**config.mk**
```make
export PLATFORM = sky130hd
export DESIGN_NAME = ppg_multich_calib_ctrl
export DESIGN_NICKNAME = d
export VERILOG_FILES = /design/src/rtl/ppg_multich_calib_ctrl.sv
export SDC_FILE = /design/constraint.sdc
export NUM_CORES = 1
export LEC_CHECK = 0
export ABC_AREA = 1
export BUFFER_PORTS_ARGS = -buffer_cell sky130_fd_sc_hd__buf_4
export CORE_AREA = 2 2 76 107
export DETAILED_ROUTE_END_ITERATION = 8
export DIE_AREA = 0 0 78 109
export PLACE_DENSITY_LB_ADDON = 0.12
export SETUP_SLACK_MARGIN = 0.2
export SYNTH_ARGS = -nofsm -noshare
export SYNTH_HDL_FRONTEND = slang
export SYNTH_SLANG_ARGS = --single-unit
```
**constraint.sdc**
```tcl
create_clock -name CLK -period 2.05 [get_ports CLK]
set_input_delay 0.205 -clock CLK [delete_from_list [all_inputs] [get_ports CLK]]
set_output_delay 0.205 -clock CLK [all_outputs]
set_load 0.005 [all_outputs]
```
**src/rtl/ppg_multich_calib_ctrl.sv**
```systemverilog
// PPG front-end controller: per-channel SAR DC-comp search and PGA gain ramp, then time-multiplexed sampling.
// Define OVERSAMPLE_AVG_EN to average the last four cycles of each RUN slot instead of taking a single capture.
module ppg_multich_calib_ctrl #(
  parameter int N_CH      = 2,
  parameter int ADC_W     = 8,
  parameter int DC_W      = 7,
  parameter int GAIN_W    = 4,
  parameter int MID_CODE  = 127,
  parameter int CLIP_CODE = 250,
  parameter int SETTLE    = 16,
  parameter int SLOT_LEN  = 10
) (
  input  logic                                      CLK,
  input  logic                                      rst,
  input  logic                                      start,
  input  logic [ADC_W-1:0]                          adc_data,
  output logic                                      busy,
  output logic                                      done,
  output logic [N_CH-1:0]                           cal_clip,
  output logic [N_CH-1:0]                           led_en,
  output logic [DC_W-1:0]                           dc_comp,
  output logic [GAIN_W-1:0]                         pga_gain,
  output logic                                      sample_valid,
  output logic [((N_CH > 1) ? $clog2(N_CH) : 1)-1:0] sample_ch,
  output logic [ADC_W-1:0]                          sample_data,
  output logic                                      frame_strobe
);

  localparam int CH_W    = (N_CH > 1) ? $clog2(N_CH) : 1;
  localparam int BI_W    = (DC_W > 1) ? $clog2(DC_W) : 1;
  localparam int CNT_MAX = (SETTLE > SLOT_LEN) ? SETTLE : SLOT_LEN;
  localparam int CNT_W   = $clog2(CNT_MAX);

  typedef enum logic [2:0] {IDLE, DC_SAR, GAIN_STEP, STORE, RUN} state_t;

  state_t             state, state_n;
  logic [CH_W-1:0]    ch, ch_n, ch_nx;
  logic [BI_W-1:0]    bidx, bidx_n;
  logic [CNT_W-1:0]   cnt, cnt_n;
  logic [ADC_W-1:0]   peak, peak_n, peak_eff;
  logic [GAIN_W-1:0]  fgain, fgain_n;
  logic [DC_W-1:0]    dc_store [N_CH];
  logic [DC_W-1:0]    dc_store_n [N_CH];
  logic [GAIN_W-1:0]  gain_store [N_CH];
  logic [GAIN_W-1:0]  gain_store_n [N_CH];
  logic [DC_W-1:0]    bit_mask, kept;
  logic               launch;

  logic               busy_n, done_n, sample_valid_n, frame_strobe_n;
  logic [N_CH-1:0]    cal_clip_n, led_en_n;
  logic [DC_W-1:0]    dc_comp_n;
  logic [GAIN_W-1:0]  pga_gain_n;
  logic [CH_W-1:0]    sample_ch_n;
  logic [ADC_W-1:0]   sample_data_n;

`ifdef OVERSAMPLE_AVG_EN
  localparam int ACC_W = ADC_W + 2;
  logic [ACC_W-1:0]   acc, acc_n, acc_sum;
`endif

  always_comb begin
    state_n        = state;
    ch_n           = ch;
    bidx_n         = bidx;
    cnt_n          = cnt;
    peak_n         = peak;
    fgain_n        = fgain;
    dc_store_n     = dc_store;
    gain_store_n   = gain_store;
    busy_n         = busy;
    done_n         = 1'b0;
    cal_clip_n     = cal_clip;
    led_en_n       = led_en;
    dc_comp_n      = dc_comp;
    pga_gain_n     = pga_gain;
    sample_valid_n = 1'b0;
    sample_ch_n    = sample_ch;
    sample_data_n  = sample_data;
    frame_strobe_n = 1'b0;

    ch_nx    = (ch == CH_W'(N_CH - 1)) ? '0 : ch + CH_W'(1);
    peak_eff = (adc_data > peak) ? adc_data : peak;
    bit_mask = DC_W'(1) << bidx;
    // A higher DAC code pulls the ADC code down, so a code above target keeps the trial bit.
    kept     = (adc_data > ADC_W'(MID_CODE)) ? dc_comp : (dc_comp & ~bit_mask);
    launch   = start && (state == IDLE || state == RUN);
`ifdef OVERSAMPLE_AVG_EN
    acc_n   = acc;
    acc_sum = acc + ACC_W'(adc_data);
`endif

    case (state)
      IDLE: ;

      DC_SAR: begin
        if (cnt == CNT_W'(SETTLE - 1)) begin
          cnt_n = '0;
          if (bidx == '0) begin
            dc_comp_n  = kept;
            pga_gain_n = '0;
            peak_n     = '0;
            state_n    = GAIN_STEP;
          end else begin
            bidx_n    = bidx - BI_W'(1);
            dc_comp_n = kept | (bit_mask >> 1);
          end
        end else begin
          cnt_n = cnt + CNT_W'(1);
        end
      end

      GAIN_STEP: begin
        peak_n = peak_eff;
        cnt_n  = cnt + CNT_W'(1);
        if (cnt == CNT_W'(SETTLE - 1)) begin
          cnt_n  = '0;
          peak_n = '0;
          if (peak_eff >= ADC_W'(CLIP_CODE)) begin
            fgain_n    = (pga_gain == '0) ? '0 : pga_gain - GAIN_W'(1);
            pga_gain_n = (pga_gain == '0) ? '0 : pga_gain - GAIN_W'(1);
            if (pga_gain == '0)
              cal_clip_n[ch] = 1'b1;
            state_n = STORE;
          end else if (pga_gain == '1) begin
            fgain_n = pga_gain;
            state_n = STORE;
          end else begin
            pga_gain_n = pga_gain + GAIN_W'(1);
          end
        end
      end

      STORE: begin
        dc_store_n[ch]   = dc_comp;
        gain_store_n[ch] = fgain;
        cnt_n            = '0;
        if (ch != CH_W'(N_CH - 1)) begin
          // The SAR result restarts from zero, so the first trial code goes straight out.
          ch_n       = ch + CH_W'(1);
          led_en_n   = led_en << 1;
          bidx_n     = BI_W'(DC_W - 1);
          dc_comp_n  = DC_W'(1) << (DC_W - 1);
          pga_gain_n = '0;
          peak_n     = '0;
          state_n    = DC_SAR;
        end else begin
          done_n     = 1'b1;
          busy_n     = 1'b0;
          ch_n       = '0;
          led_en_n   = N_CH'(1);
          dc_comp_n  = dc_store_n[0];
          pga_gain_n = gain_store_n[0];
          state_n    = RUN;
        end
      end

      RUN: begin
`ifdef OVERSAMPLE_AVG_EN
        if (cnt == CNT_W'(SLOT_LEN - 4))
          acc_n = ACC_W'(adc_data);
        else if (cnt > CNT_W'(SLOT_LEN - 4))
          acc_n = acc_sum;
`endif
        if (cnt == CNT_W'(SLOT_LEN - 1)) begin
`ifdef OVERSAMPLE_AVG_EN
          sample_data_n = acc_sum[ACC_W-1:2];
`else
          sample_data_n = adc_data;
`endif
          sample_ch_n    = ch;
          sample_valid_n = 1'b1;
          frame_strobe_n = (ch == CH_W'(N_CH - 1));
          ch_n           = ch_nx;
          led_en_n       = N_CH'(1) << ch_nx;
          dc_comp_n      = dc_store[ch_nx];
          pga_gain_n     = gain_store[ch_nx];
          cnt_n          = '0;
        end else begin
          cnt_n = cnt + CNT_W'(1);
        end
      end

      default: state_n = IDLE;
    endcase

    // Launch overrides RUN, so a sample due in the same cycle is dropped.
    if (launch) begin
      state_n        = DC_SAR;
      ch_n           = '0;
      bidx_n         = BI_W'(DC_W - 1);
      cnt_n          = '0;
      peak_n         = '0;
      busy_n         = 1'b1;
      cal_clip_n     = '0;
      led_en_n       = N_CH'(1);
      dc_comp_n      = DC_W'(1) << (DC_W - 1);
      pga_gain_n     = '0;
      sample_valid_n = 1'b0;
      frame_strobe_n = 1'b0;
      sample_ch_n    = sample_ch;
      sample_data_n  = sample_data;
    end
  end

  always_ff @(posedge CLK) begin
    if (rst) begin
      state        <= IDLE;
      ch           <= '0;
      bidx         <= '0;
      cnt          <= '0;
      peak         <= '0;
      fgain        <= '0;
      dc_store     <= '{default: '0};
      gain_store   <= '{default: '0};
      busy         <= 1'b0;
      done         <= 1'b0;
      cal_clip     <= '0;
      led_en       <= '0;
      dc_comp      <= '0;
      pga_gain     <= '0;
      sample_valid <= 1'b0;
      sample_ch    <= '0;
      sample_data  <= '0;
      frame_strobe <= 1'b0;
`ifdef OVERSAMPLE_AVG_EN
      acc          <= '0;
`endif
    end else begin
      state        <= state_n;
      ch           <= ch_n;
      bidx         <= bidx_n;
      cnt          <= cnt_n;
      peak         <= peak_n;
      fgain        <= fgain_n;
      dc_store     <= dc_store_n;
      gain_store   <= gain_store_n;
      busy         <= busy_n;
      done         <= done_n;
      cal_clip     <= cal_clip_n;
      led_en       <= led_en_n;
      dc_comp      <= dc_comp_n;
      pga_gain     <= pga_gain_n;
      sample_valid <= sample_valid_n;
      sample_ch    <= sample_ch_n;
      sample_data  <= sample_data_n;
      frame_strobe <= frame_strobe_n;
`ifdef OVERSAMPLE_AVG_EN
      acc          <= acc_n;
`endif
    end
  end

endmodule

```
# Word-level counts from Yosys, hierarchy flattened
# Index checks and enable logic that the tools add are counted.
[op_classes]
addsub = 5
n_lt_le_gt_ge = 8
bitwise = 11
reduce_logical = 39
n_eq_ne = 23
n_mux = 66
n_shift = 2
[op_table]
columns = ["op", "count"]
rows = [
  ["7-bit 2-to-1 mux", 10],
  ["4-bit 2-to-1 mux", 16],
  ["8-bit 2-to-1 mux", 5],
  ["3-bit 2-to-1 mux", 10],
  ["8-bit case mux with 3 select lines", 1],
  ["3-bit != test (second input constant)", 7],
  ["7-bit case mux with 3 select lines", 1],
  ["4-bit case mux with 4 select lines", 1],
  ["4-bit AND reduction", 4],
  ["3-bit nonzero test", 5],
  ["14-bit bitwise mux", 1],
  ["4-bit == test (second input constant)", 3],
  ["3-bit case mux with 4 select lines", 1],
  ["4-bit case mux with 3 select lines", 1],
  ["3-bit AND reduction", 4],
  ["1-bit 2-to-1 mux", 10],
  ["2-bit != test (second input constant)", 5],
  ["5-bit AND reduction", 2],
  ["2-bit nonzero test", 5],
  ["4-bit by 1-bit adder with 4-bit output (second input constant)", 2],
  ["8-bit bitwise mux", 1],
  ["8-bit greater-or-equal comparator (second input constant)", 1],
  ["8-bit by 7-bit greater-than comparator with 1-bit output (second input constant)", 1],
  ["8-bit greater-than comparator", 1],
  ["other kinds (38)", 56],
]
[word_totals]
in_bits = 11
output_inout_bits = 28
wordCells = 178
ff_bits = 73

# Logic depth before layout (Yosys ltp)
# Gate-level depths: netlist of the first run.
[depth]
depth_word = 9
mapped_depth = 21
ltp_nobuf = 20

# Worst setup path before layout of the first run
# No wires, ideal clock.
[synth_path]
path_kind = "reg-to-reg"
start = "reg peak[7]"
end = "reg fgain[3]"
setup_time_ns = 0.115
synth_period_minus_slack_ns = 2.067
t_required_ns = 1.935
path_buffers = 1
arrival_time_ns = 1.951
stages_incl_launch_ff = 16
setup_slack_ns = -0.017
path_cell_list = "dfxtp_1 inv_1 ha_1 a21o_1 nor2_2 nand2_4 nand2_4 nand2_2 nand2_2 nand2_2 nor2_2 nand2_2 buf_6 inv_2 nand3_1 and3_1"
[synth_between]
elab_chain_cells = 5
elab_cells_between_ends = 6
cone_classes = "order compare (2); mux (2); reduce/logical (2)"
[synth_rtl]
columns = ["element", "line_no", "rtl"]
rows = [
  ["start: declaration", "40", "logic [ADC_W-1:0] peak, peak_n, peak_eff;"],
  ["start signal: assignment", "233", "peak <= peak_n;"],
  ["8-bit greater-than comparator", "82", "peak_eff = (adc_data > peak) ? adc_data : peak;"],
  ["8-bit 2-to-1 mux *", "82", ""],
  ["8-bit greater-or-equal comparator *", "118", "if (peak_eff >= ADC_W'(CLIP_CODE)) begin"],
  ["2-bit nonzero test (no source line)", "--", ""],
  ["3-bit AND reduction (no source line)", "--", ""],
  ["end signal: assignment", "234", "fgain <= fgain_n;"],
  ["end: declaration", "41", "logic [GAIN_W-1:0] fgain, fgain_n;"],
]
# Mark *: on every way between the ends. The rest lies on a longest branch, timed or not.
# A chain may end at the register's enable or synchronous reset.

# Final worst setup path of the first run
[layout_path]
start = "reg peak[6]"
end = "reg fgain[3]"
# Same word-level chain as after synthesis.

==> results of run 1 <==
[report_power, final]
| part | switching, mW | total (mW) | internal (mW) |
|---|---|---|---|
| clock | 0.529 | 1.15 | 0.618 |
| sequential | 0.140 | 1.72 | 1.58 |
| combinational | 1.39 | 2.37 | 0.981 |
[layout make-up]
type	instances	area [µm²]
timing repair buffer	112	925
multi-input combinational	386	2450
fill	601	2150
clock inverter	3	40.0
inverter	74	280
sequential	73	1470
clock buffer	12	155
tap	100	125
[timing repair]
action | 4_1_cts | 5_1_grt
gates resized for setup | 62 | 55
buffers inserted | 17 | 10
endpoints found under the setup margin | 34 | 32
pin swaps | 33 | 38
cloned | 1 | 0
[Yosys cell counts (all sizes together) (2+ instances only)]
cell type | n | area share [%]
a211oi | 7 | 1.3
a21oi | 54 | 7.1
a31oi | 6 | 0.96
a32o | 2 | 0.51
buf | 6 | 0.90
clkbuf | 11 | 1.1
dfxtp | 73 | 38
ha | 18 | 5.8
inv | 74 | 7.1
nand2 | 109 | 12
nand3 | 26 | 3.3
nand3b | 5 | 0.96
nand4 | 4 | 1.2
nor2 | 73 | 7.7
nor3 | 7 | 1.0
nor4 | 2 | 0.71
o211ai | 2 | 0.39
o21ai | 54 | 6.9
o31ai | 2 | 0.39
o41ai | 2 | 0.45
xor2 | 4 | 0.90
[metrics by stage]
| step | setup slack, ns | area, µm² | utilization (%) | hold WS (ns) |
|---|---|---|---|---|
| 3_3_place_gp | -0.196 | 4610 | 60.6 | 0.439 |
| 3_5_place_dp | -0.272 | 4610 | 60.6 | 0.446 |
| 4_1_cts | -0.157 | 5180 | 68.1 | 0.0626 |
| 2_1_floorplan | 0.0154 | 3910 | - | 0.340 |
| 5_1_grt | -0.385 | 5450 | 71.7 | 0.0776 |
| 6_report | -0.294 | 5450 | 71.7 | 0.0748 |
[worst max-delay path, delay by kind of cell, from the launching register on]
family	cells	cell delay (ns)
simple gates	12	1.12
buf+inv	4	0.51
fa+ha+maj	1	0.28
flops	1	0.34
[path summary, 6_finish.rpt]
check / startpoint / end / slack [ns] / cells past startpoint
setup / recovery: peak[6] / fgain[3] / -0.29 / 17
hold reg to reg: register / register / 0.46 / 2
hold / removal: rst / busy / 0.07 / 2
setup reg to reg: peak[6] / fgain[3] / -0.29 / 17
[kinds of logic (layout without fill, tap and decap cells)]
family / Yosys count / in the layout
fa+ha+maj: 18 / 18
flops: 73 / 73
compound gates: 134 / 134
simple gates: 228 / 229
xor+xnor: 5 / 5
buf+inv: 91 / 201
[layer usage]
layer,global-route usage (%),vias up,wire length (µm)
met5,0,-,0
met1,28.7,1920,4680
met2,53.4,103,6640
met3,3.81,44,356
met4,13.5,0,500
li1,-,2012,-
==> impl_summary.md, run 1 <==
Outcome
The final reports fail on setup timing. The flow ran to the end, but the final reports show violations.

Synth
Of the total synthesized cell area, the portion taken by XOR and XNOR cells is 1.12%. The mean post-synth cell area is 7.09 µm². The count of flip-flops with a built-in enable after synthesis is 0. For this run, the register share of the synthesized area comes to 37.5%. In this run, synthesis produced a sequential element count of 73. Synthesis produced a netlist whose cell count is 549. The multiplexer fraction of the synthesized cell area is 0%. The synthesized netlist devotes 5.78% of its cell area to adder and majority cells. In this run the cell area of the synthesized design comes to 0.00389 mm². The synthesized netlist devotes 27.3% of its cell area to simple gates. The Yosys step of the flow raised 0 warnings. The proportion of synthesized flip-flops having asynchronous set or reset is 0%. The post-synthesis net count is 578.

The distinct cell type count after synthesis is 42. The synthesized netlist devotes 19.1% of its cell area to compound gates. After synthesis, the largest family of logic cells by area is simple AND/OR/NAND/NOR gates. Among all flip-flop cells after synthesis, the most frequent one is sky130_fd_sc_hd__dfxtp_1.

Power
The analysis attributes to cell leakage a power of 2.43 nW. Power comes to 5.24 mW. Dividing total power by cell area gives a power density of 961 mW/mm². IR analysis of the VDD net gives a maximum drop of 0.000742 V.

Routing
The count of vias placed by the detailed router is 4079. The count of TritonRoute iterations in the first routing pass is 4. The final layout contains routed wiring with a total length of 12200 µm. In the final routed layout, each cell accounts on average for 16.0 µm. The violation count after the first detailed-route iteration is 172. The count of antenna-violating nets left after detailed routing is 0. In the routed layout, each cell is associated on average with a via count of 5.37. For this run, design rule violations remaining after detail routing come to 0.

Timing
The worst pin sits at a relative slew slack of 75.1%. The setup slack after layout is -0.294 ns. On the final layout, the worst clock skew is 0.00974 ns. The transition time of the tightest slew-check pin is 0.371 ns. The highest clock rate is 427 MHz. After layout, the worst path uses 114% of the clock period.

Adding up every negative setup slack in the final design gives -3.03 ns. The final count of negative-setup-slack endpoints is 12. The final hold violation count is 0. The routed design could run at a clock period as short as 2.34 ns. The number of max-slew violations in the final report is 0. Setup repair after global routing could not meet its margin everywhere.

Critical path
For the worst setup path, the data arrival time is 2.61 ns. The required time of the critical path is 2.31 ns. The endpoint type of the worst setup path is a register. The cell with the largest stage delay on the worst path is sky130_fd_sc_hd__dfxtp_2. The kind of critical path is register to register. The launching element type of the critical path is a register.

Along the worst path, the maximum fanout reaches 8. Walking the worst path, the cells encountered are inv_1 -> ha_4 -> nand2_4 -> nor2_4 -> nand4_4 -> buf_6 -> buf_6 -> nand3_2 -> nand2_2 -> nand2_2 -> nor2_2 -> nand2_2 -> buf_12 -> nand2_4 -> nand2_4 -> nand2_1 -> and3_1. For this run, the slowest stage of the critical path takes 0.34 ns.

Finish
Leaving out fill and tap cells, the most frequent cell in the layout is sky130_fd_sc_hd__buf_4. Relative to the synthesized area, the layout overhead comes to 40.0%. Cells with a size suffix above 1 make up 37.4% of the layout. Once layout is complete, the cells apart from fillers number 760. The top cell types in the final layout, fill and taps aside, are sky130_fd_sc_hd__buf_4, sky130_fd_sc_hd__nand2_1, sky130_fd_sc_hd__dfxtp_1. The number of inserted diodes is 0. The final net count is 685.

Worst hold path
The worst min-delay path class is input port to register.

Job
The number of maximum-capacitance constraint violations is 0.

Placement
Counting tap cells, the placed design contains a total of 717 instances. The HPWL after detailed placement is 7930 µm. The number of buffers added on ports is 38. The placer's final routability congestion estimate is 0.923.

Clocking
The worst-skew pair later-pin latency is 0.36 ns. The tree is rooted in a sky130_fd_sc_hd__clkbuf_8. The H-tree generated during clock tree synthesis spans 3 levels. TritonCTS built the clock tree. After clock tree synthesis, the clock-pin slew on the worst setup and hold paths is 0.08 ns. The number of buffers added by the clock tree synthesis step is 9. The clock net in this run drives a total of 73 sinks. The count of hold-fix buffers inserted at cts is 0.

The longest clock path from root to sink contains 2 buffers.

Global route
The largest net degree at the start of global routing is 37. The overall overflow remaining after global route is 0. The overall global routing resource usage is 27.6%. The wire length of the first global-routing pass is 18100 µm. The initial antenna violation count was 0. The via count of the first global-routing pass is 3965.

Die
The die area is 0.00850 mm². The width of the die is 78 µm. In this run the count of I/O pins placed on the die edge is 39. The placeable core region is 0.00761 mm².

The initial cell density of the core is 51.2%. The y dimension of the die is 109 µm. The number of rows in the core area is 38.
No activity file was read; power rests on OpenSTA's default activity.
==> run 2, diff against run 1 <==
Settings changed: SETUP_SLACK_MARGIN 0.2 to 0.5.
==> impl_summary.md, run 2 (synthesis results as in run 1) <==
Finish
The final instance area is 0.00596 mm² (+9.3%). The synthesis-to-finish area growth is 53.0%. The final net count came to 704 (+2.8%). The library cell used most frequently in the layout, excluding fill and tap cells, is sky130_fd_sc_hd__buf_4. The number of inserted diodes was 0 (unchanged). The share of cells above drive strength 1 is 45.7% (+8.3 points). The library cells used most frequently in the layout, excluding fill and tap cells, are sky130_fd_sc_hd__buf_4, sky130_fd_sc_hd__nand2_1, sky130_fd_sc_hd__dfxtp_1. The area used by multi-input combinational logic is 0.00273 mm² (+11%). The number of filler cells placed in the layout is 490 (-18%). The sequential cell area in the final layout was 0.00148 mm² (+0.76%).

Timing
The shortest clock period the worst path allows after layout came to 2.31 ns (-0.0353 ns). Setup repair after global routing could not meet its margin everywhere. The sum of negative setup slack is -2.30 ns (+0.732 ns). The number of max-slew violations in the final report was 0 (unchanged). The highest clock rate is 433 MHz (+1.5%). The worst clock skew is 0.00864 ns (-0.00110 ns). The transition time of the tightest slew-check pin is 0.472 ns (+0.102 ns). The post-route clock period utilization was 113% (-1.7 points).

The final hold violation count was 0 (unchanged). The final count of negative-setup-slack endpoints is 12 (unchanged). The setup slack after layout is -0.259 ns (+0.0353 ns). The worst hold slack across all endpoints is 0.0804 ns (+0.00561 ns). The worst relative slew slack is 68.5% (-6.6 points).

Clocking
The number of levels the H-tree was split into was 3 (unchanged). The clock tree root driver cell is sky130_fd_sc_hd__clkbuf_8. The number of buffers added by the clock tree synthesis step is 9 (unchanged).

The maximum number of buffers from clock root to sink came to 2 (unchanged). The sink count of the clock tree is 73 (unchanged). The clock transition at the registers of the reported paths is 0.08 ns (about the same). The count of hold-fix buffers inserted at cts was 0 (unchanged).

TritonCTS built the clock tree. The worst-skew pair later-pin latency is 0.36 ns (about the same).

Power
The total power density per cell area is 942 mW/mm² (-2.0%). The leakage power figure is 2.59 nW (+6.4%). The worst voltage drop across the vdd grid is 0.000671 V (-9.6%).

Job
The number of maximum-capacitance constraint violations is 0 (unchanged).

Critical path
The worst stage delay on the critical path was 0.35 ns (about the same). Walking the worst path, the cells encountered are inv_2 -> ha_4 -> nand2_4 -> nor2_4 -> nand4_4 -> buf_6 -> nand3_2 -> nand2_2 -> nand2_2 -> nor2_4 -> nand2_4 -> buf_12 -> nand2_4 -> nand2_4 -> nand2_2 -> and3_4. The arrival time at the worst endpoint is 2.57 ns (-0.04 ns). The maximum fanout along the worst path was 8 (unchanged). The buffers plus inverters on the worst setup path was 3 (-1). The most repeated library cell on the critical path is sky130_fd_sc_hd__nand2_4. The slowest stage of the critical path is the sky130_fd_sc_hd__dfxtp_2 cell. The worst setup path is launched from a register. The required time of the critical path was 2.31 ns (about the same). The endpoint type of the worst setup path is a register. The worst setup path is of the register to register kind. In this design, the largest share of critical-path delay is due to simple AND/OR/NAND/NOR gates.

Global route
The overall global routing resource usage came to 29.8% (+2.3 points). The via count of the first global-routing pass is 4227 (+6.6%). The initial antenna violation count is 0 (unchanged). The wire length of the first global-routing pass is 19600 µm (+8.0%). The largest net degree at the start of global routing is 37 (unchanged). The overall overflow remaining after global route came to 0 (unchanged).

Worst hold path
The worst min-delay path class is input port to register.

Die
The width of the die came to 78 µm (unchanged). The y dimension of the die is 109 µm (unchanged). The number of placed I/O pins is 39 (unchanged). The placeable core region is 0.00761 mm² (unchanged). The initial cell density of the core is 51.2% (unchanged). The number of rows in the core area is 38 (unchanged). The die area came to 0.00850 mm² (unchanged).

Routing
The violation count after the first detailed-route iteration was 287 (+67%). The count of vias placed by the detailed router is 4374 (+7.2%). The detailed-route wire length was 13700 µm (+12%).

The DRC violation count after routing is 0 (unchanged). The count of antenna-violating nets left after detailed routing is 0 (unchanged). The routed length per placed instance is 17.5 µm (+9.4%).

The number of vias per cell is 5.61 (+4.5%). The count of TritonRoute iterations in the first routing pass came to 6 (+2).

Placement
The number of buffers added on ports is 38 (unchanged). The cell area after placement is 0.00465 mm² (+0.79%). The estimated wirelength of the detail-placed design is 7880 µm (-0.65%). The placer's final routability congestion estimate is 0.926 (+0.32%).

Outcome
The final reports fail on setup timing. The run finished, with violations left.
[run 2: cell count changes in the layout (fill, tap and decap cells not counted), moves of 6 or more]
| cell | change |
|---|---|
| sky130_fd_sc_hd__buf_6 | +10 |
| sky130_fd_sc_hd__nor2_4 | +14 |
| sky130_fd_sc_hd__inv_1 | -13 |
| sky130_fd_sc_hd__nand2_2 | -6 |
| sky130_fd_sc_hd__nor2_1 | -9 |
| sky130_fd_sc_hd__nand2_4 | +7 |
| sky130_fd_sc_hd__inv_2 | +8 |
[run 2: where the power goes]
part / switching [mW] / total (mW) / internal, mW
Combinational: 1.65 / 2.82 / 1.17
Clock: 0.568 / 1.04 / 0.470
Sequential: 0.162 / 1.75 / 1.59
Total: 2.38 / 5.61 / 3.23
[run 2: path summary, 6_finish.rpt]
check / start / to / slack (ns) / cells past startpoint
setup / recovery: peak[7] / fgain[3] / -0.26 / 16
hold / removal: rst / bidx[1] / 0.08 / 2
setup reg to reg: peak[7] / fgain[3] / -0.26 / 16
hold reg to reg: cal_clip[0] / cal_clip[0] / 0.46 / 2
[run 2: routing by layer]
layer,routed length [µm],vias up,global-route usage (%)
met2,7250,171,55.6
met3,625,56,5.46
li1,-,2060,-
met1,5130,2087,30.1
met4,680,0,19.5
met5,0,-,0
[run 2: layout make-up]
cell class              instances  share of cell area, %
clock buffers                  10                   2.31
clock inverters                 6                  0.735
inverters                      74                   5.14
multi-input cells             388                   45.9
flip-flops and latches         73                   24.9
well taps                     100                   2.10
repair buffers                129                   18.9
[run 2: through the flow]
stage / util [%] / setup WS [ns] / instances / total power [mW]
4_1_cts: 72.8 / -0.163 / 762 / 5.19
2_1_floorplan: - / 0.0154 / 549 / 2.96
5_1_grt: 78.3 / -0.398 / 780 / 5.91
3_5_place_dp: 61.1 / -0.236 / 716 / 3.62
3_3_place_gp: 61.1 / -0.157 / 716 / 3.59
6_report: 78.3 / -0.259 / 780 / 5.61
[run 2: worst register-to-register path: stages (launching register included)]
cell and delay, ns:
sky130_fd_sc_hd__dfxtp_2 0.35, sky130_fd_sc_hd__inv_2 0.05, sky130_fd_sc_hd__ha_4 0.27, sky130_fd_sc_hd__nand2_4 0.07, sky130_fd_sc_hd__nor2_4 0.17, sky130_fd_sc_hd__nand4_4 0.22, sky130_fd_sc_hd__buf_6 0.22, sky130_fd_sc_hd__nand3_2 0.09
sky130_fd_sc_hd__nand2_2 0.08, sky130_fd_sc_hd__nand2_2 0.09, sky130_fd_sc_hd__nor2_4 0.04, sky130_fd_sc_hd__nand2_4 0.11, sky130_fd_sc_hd__buf_12 0.13, sky130_fd_sc_hd__nand2_4 0.05, sky130_fd_sc_hd__nand2_4 0.09, sky130_fd_sc_hd__nand2_2 0.05
sky130_fd_sc_hd__and3_4 0.16
[run 2: timing repair]
item / CTS / global route
gates resized for setup: 132 / 72
buffers inserted: 26 / 18
endpoints found under the hold margin: 0 / 0
setup endpoints to repair: 51 / 62
gates cloned: 4 / 0
pin swaps: 65 / 34
